==> config.mk <==
export PLATFORM = sky130hd
export DESIGN_NAME = sipo_rx
export DESIGN_NICKNAME = d
export VERILOG_FILES = /design/src/rtl/sipo_rx.sv
export SDC_FILE = /design/constraint.sdc
export NUM_CORES = 1
export LEC_CHECK = 0
export CAP_MARGIN = 20
export CORE_MARGIN = 2
export CORE_UTILIZATION = 59
export CTS_CLUSTER_DIAMETER = 120
export DETAILED_ROUTE_END_ITERATION = 8
export DONT_BUFFER_PORTS = 1
export HOLD_SLACK_MARGIN = 0.06
export PLACE_DENSITY = 0.75
export SETUP_SLACK_MARGIN = 0.1
export SYNTH_ARGS = -nofsm -noshare
export SYNTH_HDL_FRONTEND = slang
export SYNTH_SLANG_ARGS = --single-unit
export TNS_END_PERCENT = 1
==> constraint.sdc <==
create_clock -name CLK -period 1.6 [get_ports CLK]
set_input_delay 0.16 -clock CLK [delete_from_list [all_inputs] [get_ports CLK]]
set_output_delay 0.16 -clock CLK [all_outputs]
set_load 0.01 [all_outputs]
==> src/rtl/sipo_rx.sv <==
// sipo_rx: SCK-sampled serial-to-parallel receiver, MSB first, oversampled on CLK.
// Optional SIPO_RX_OVERRUN_EN adds a DATA_ACK handshake and a sticky OVERRUN flag.
module sipo_rx #(
  parameter int D_Pack = 8
) (
  input  logic              CLK,
  input  logic              RST,
  input  logic              SCK,
  input  logic              SER_IN,
  input  logic              ENABLE,
  input  logic              C_PH,
`ifdef SIPO_RX_OVERRUN_EN
  input  logic              DATA_ACK,
  output logic              OVERRUN,
`endif
  output logic [D_Pack-1:0] DATA_OUT,
  output logic              DATA_VALID,
  output logic              ABORT
);
  localparam int CW = $clog2(D_Pack) + 1;
  localparam logic [CW-1:0] LAST = CW'(D_Pack - 1);
  typedef enum logic {IDLE, SHIFT} state_t;
  state_t state_q, state_d;
  logic [1:0] sck_q, sck_d, ser_q, ser_d, en_q, en_d;
  logic sck_prev_q, sck_prev_d;
  logic [CW-1:0] cnt_q, cnt_d;
  logic [D_Pack-1:0] sr_q, sr_d, data_q, data_d;
  logic valid_q, valid_d, abort_q, abort_d, overrun_q, overrun_d;
  logic smp, word_done;
  always_comb begin
    sck_d = {sck_q[0], SCK};
    ser_d = {ser_q[0], SER_IN};
    en_d = {en_q[0], ENABLE};
    sck_prev_d = sck_q[1];
    smp = C_PH ? (sck_prev_q & ~sck_q[1]) : (~sck_prev_q & sck_q[1]);
    state_d = state_q;
    cnt_d = cnt_q;
    sr_d = sr_q;
    data_d = data_q;
    abort_d = 1'b0;
    overrun_d = overrun_q;
    word_done = 1'b0;
    if (state_q == IDLE) begin
      if (!en_q[1]) begin
        state_d = SHIFT;
        cnt_d = '0;
      end
    end else if (en_q[1]) begin
      // frame end beats a coincident sampling edge
      state_d = IDLE;
      abort_d = cnt_q != '0;
      cnt_d = '0;
    end else if (smp) begin
      sr_d = {sr_q[D_Pack-2:0], ser_q[1]};
      word_done = cnt_q == LAST;
      cnt_d = word_done ? '0 : cnt_q + 1'b1;
    end
`ifdef SIPO_RX_OVERRUN_EN
    valid_d = valid_q & ~DATA_ACK;
    if (word_done) begin
      if (valid_q && !DATA_ACK) overrun_d = 1'b1;
      else begin
        data_d = sr_d;
        valid_d = 1'b1;
      end
    end
`else
    valid_d = word_done;
    data_d = word_done ? sr_d : data_q;
`endif
  end
  always_ff @(posedge CLK) begin
    if (RST) begin
      state_q <= IDLE;
      sck_q <= 2'b00;
      ser_q <= 2'b00;
      en_q <= 2'b11;
      sck_prev_q <= 1'b0;
      cnt_q <= '0;
      sr_q <= '0;
      data_q <= '0;
      valid_q <= 1'b0;
      abort_q <= 1'b0;
      overrun_q <= 1'b0;
    end else begin
      state_q <= state_d;
      sck_q <= sck_d;
      ser_q <= ser_d;
      en_q <= en_d;
      sck_prev_q <= sck_prev_d;
      cnt_q <= cnt_d;
      sr_q <= sr_d;
      data_q <= data_d;
      valid_q <= valid_d;
      abort_q <= abort_d;
      overrun_q <= overrun_d;
    end
  end
  assign DATA_OUT = data_q;
  assign DATA_VALID = valid_q;
  assign ABORT = abort_q;
`ifdef SIPO_RX_OVERRUN_EN
  assign OVERRUN = overrun_q;
`else
  logic unused_ok;
  assign unused_ok = overrun_q;
`endif
endmodule
Word-level counts from Yosys, hierarchy flattened. Cells that the tools add are included.

Add/sub/neg operators: 1. Equality and inequality tests: 3. Muxes and demuxes: 13. Bitwise logic cells: 6. Reduce and logical (&&, ||, !) cells: 3.

Operators by type and width (count): $mux W8 (3); $mux W4 (5); $mux W1 (5); $add A4 B1 Y4 const B (1); $eq A4 B3 Y1 const B (1); $not A1 Y1 (4); $reduce_bool A4 Y1 (1); $ne A3 B1 Y1 const B (1); $reduce_or A3 Y1 (1); $and A1 B1 Y1 (2); $ne A2 B2 Y1 const B (1); $reduce_and A2 Y1 (1).

Register bits after elaboration: 30. Input bits: 6. Output and inout bits: 10. Word-level logic and storage cells: 36.

Depth between registers and ports, before layout.
Depth after elaboration: 6. Depth in mapped cells: 5. Gate-level depth less buffers: 4.

Least setup slack after synthesis. Ideal clock, no wire load.

Path type: register to register. Start: reg sck_q[1]. End: reg data_q[1], in the netlist DATA_OUT[1]. Library setup time: 0.119 ns. Data arrival time: 1.368 ns. Data required time: 1.481 ns. Slack: 0.113 ns. Cell stages (with the launch flop): 6. Path buffers: 2. Clock period less this slack: 1.487 ns. Cells stage by stage: dfxtp_1 or3b_1 buf_6 a211o_1 buf_6 mux2i_1.

Word-level cells in the longest chain between the ends: 6. Elaborated cells on any way between the ends: 10. Classes of those cells: mux: 7; bitwise: 3.

Ends and longest elaborated chain: start, declared (line 24) `logic [1:0] sck_q, sck_d, ser_q, ser_d, en_q, en_d;`; start signal, assigned (line 87) `sck_q <= sck_d;`; $not A1 Y1 (line 35) `smp = C_PH ? (sck_prev_q & ~sck_q[1]) : (~sck_prev_q & sck_q[1]);`; $and A1 B1 Y1 (line 35); $mux W1 (*) (line 35); $mux W8 / $mux W1 (equally long branches) (line 53) `end else if (smp) begin`; $mux W8 / $mux W1 (equally long branches) (line 48) `end else if (en_q[1]) begin`; $mux W8 / $mux W1 (equally long branches) (line 43) `if (state_q == IDLE) begin`; end signal, assigned (line 93) `data_q <= data_d;`; end, declared (line 27) `logic [D_Pack-1:0] sr_q, sr_d, data_q, data_d;`.

Every way passes the cells marked *; elsewhere a longest branch is shown, timed or not. A chain may end at the register's enable or synchronous reset.

Final worst setup path.
Start: reg sck_prev_q. End: reg cnt_q[0].

Word-level cells in the longest chain between the ends: 5. Elaborated cells on any way between the ends: 6. Classes of those cells: eq/ne: 1; mux: 1; bitwise: 3; reduce/logical: 1.

Ends and longest elaborated chain: start, declared (line 25) `logic sck_prev_q, sck_prev_d;`; start signal, assigned (line 90) `sck_prev_q <= sck_prev_d;`; $not A1 Y1 (line 35); $and A1 B1 Y1 (line 35); $mux W1 (*) (line 35); $ne A3 B1 Y1 (no source line) (*); $reduce_and A2 Y1 (no source line) (*); end signal, assigned (line 91) `cnt_q <= cnt_d;`; end, declared (line 26) `logic [CW-1:0] cnt_q, cnt_d;`.

Marked as above.

==> impl_metrics.toml <==
[timing]
fin_crit_ps = 1476
slew_headroom_pct = 62.95
fin_crit_sh_pct = 92.25
finalSetupViolations = 0
setup_slack_ps = 124.0
hold_viol = 0
tns_ps = 0
tightestPinTransition_ps = 555.2
drv_slew = 0
max_freq_mhz = 677.5
rsz0062_at_grt = "yes"
fin_hold_ws_ps = 73.93
clock_skew_ps = 4.208

[clocking]
cts_htree_levels = 2
cts_tree = "built"
cts_root_buf = "clkbuf_4"
clk-insertion-delay-late_ps = 320
clock_path_buffers = 2
cts_buffers = 5
cts.sinks = 29
clk_pin_slew_worst_paths_ps = 90

[grt]
grt.overflow.total = 0
antenna_found_initial = 0
grt_usage_pct = 21.31
grt_max_degree = 20
grt_pass1_wl_mm = 3.843
grt_pass1_vias = 921

[worst_setup_path]
endpoint_kind = "flop"
critPathLaunchType = "flop"
crit_slowest_cell = "or4b_2"
crit_chain = "buf_4 > or4b_2 > nand4_1 > a21oi_1"
cp.required_ps = 1810
critPathKind = "flop to flop"
arrival_ps = 1690
crit_path_max_incr_delay_ps = 710
critPathMaxFanout = 5

[yosys]
synth_top_area_share_pct = 48.84
async_flop_share_pct = 0
avgSynthCellArea_sq_um = 10.16
yosysWarnings = 0
yosysMostFrequentCell = "dfxtp_1"
synth_area_leaders = "dfxtp_1, mux2i_1, nor2b_1"
syn_inst = 117
synth_seq_cells = 29
synthesis.area_sq_um = 1189
yosys-top-cells-count = "dfxtp_1, nand2_1, mux2i_1"
synth_ff_type = "dfxtp_1"
synth-edff-count = 0
yosysSeqAreaShare_pct = 48.84
syn-num-nets = 125
synth.distinct_cells = 31
yosysTopAreaCell = "dfxtp_1"

[outcome]
status = "finished, final reports clean"

[detailed_routing]
drc = 0
vias = 894
routedWlPerCell_um = 13.87
ant_nets = 0
vias_per_cell = 5.588
detail_route.first_pass.iterations = 4
wl_mm = 2.219
drtIter0Drc = 15

[min_path]
hold_class = "primary input to flop"

[placement]
placedCellCount = 140
globalplace.congestion = 0.8466
port_buffers = 0
dp_hpwl_mm = 1.378
pre_cts_ws_ps = 52.11

[power]
p_leak_nw = 0.5339
p_per_area_nw_per_um2 = 977.3
irDropWorstVdd_uv = 671.4

[floorplanning]
die_x_um = 48.89
die-height_um = 48.89
die_area_sq_um = 2390
core_sq_um = 1922
num_rows = 16
start_util_pct = 61.85
io_pins = 16

[layout]
post-route-util_pct = 74.74
nets = 140
stdcell_count = 160
antenna_cells = 0
area_delta_synth_final_pct = 20.84
drive_above_1_share_pct = 15.04

[run]
max_cap_viol_count = 0
[per-stage QoR]
step	power (mW)	instance area [sq um]
after floorplan	0.7784	1189
after global placement	0.7800	1200
after detailed placement	0.7804	1200
after CTS	1.406	1401
after global routing	1.453	1436
final	1.404	1436
[report_power, final]
part | switching [mW] | internal, mW | leakage [nW]
combinational | 0.0223 | 0.0275 | 0.252
clock | 0.247 | 0.373 | 0.0455
sequential | 0.00499 | 0.729 | 0.236
total | 0.274 | 1.13 | 0.534
[critical path: cells and delay by family, from the launching register on]
family	cells	cell delay, ps
compound gates	1	60
simple gates	2	840
buf+inv	1	140
flops	1	320
[path summary, 6_finish.rpt]
path	startpoint	end	slack [ps]	cells past startpoint
worst max-delay path	sck_prev_q	cnt_q[0]	120	4
worst min-delay path	RST	cnt_q[2]	70	3
worst max register to register	sck_prev_q	cnt_q[0]	120	4
worst min register to register	ser_q[1]	sr_q[0]	480	2
[layout make-up]
type	instances	area (sq um)
repair buffers	14	132.6
inverters	4	15.01
clock buffers	7	55.05
fillers	142	485.5
flip-flops and latches	29	583.1
multi-input cells	78	586.8
clock inverters	1	30.03
well taps	27	33.78
[metal layers]
layer	vias up	share of wire (%)	track usage (%)
li1	440	-	-
met3	6	5.9	7.669
met5	-	0	0
met1	418	42	23.38
met2	30	50	35.62
met4	0	2.1	11.90
[cells by family after synthesis]
logic type | share of synthesized area, %
AO/OA/AOI/OAI | 8.633
adder cells (fa/ha/maj) | 2.105
flip-flops | 48.84
XOR/XNOR | 0.7370
multiplexers | 12.63
AND/OR/NAND/NOR | 22.63
buffers and inverters | 4.420
[cell usage in the layout (no fill, tap or decap), drive strengths merged, types with 2 or more instances in the layout]
cell type | Yosys | final
dfxtp | 29 | 29
clkbuf | 4 | 7
mux2i | 15 | 15
nand2 | 16 | 16
nand3b | 2 | 2
or2 | 2 | 2
nand2b | 2 | 2
o2111ai | 2 | 2
a21oi | 4 | 4
inv | 4 | 4
ha | 2 | 2
nand3 | 3 | 3
dlygate4sd3 | 0 | 11
nand4 | 3 | 3
buf | 2 | 3
nor2b | 10 | 10
a211oi | 2 | 2
nor2 | 3 | 3
[registers in the layout (all words and copies together), names as in the netlist]
| name | count |
|---|---|
| ABORT | 1 |
| DATA_OUT | 8 |
| DATA_VALID | 1 |
| cnt_q | 4 |
| en_q | 2 |
| sck_prev_q | 1 |
| sck_q | 2 |
| ser_q | 2 |
| sr_q | 7 |
| state_q | 1 |
[timing repair]
item                                    CTS  global route
endpoints found under the hold margin    12             3
buffers inserted                          0             1
endpoints found under the setup margin    8            18
pin swaps                                 0             2
gates resized for setup                   3             5
hold buffers                             10             1
Note: power is estimated with default switching activity, not from simulation.
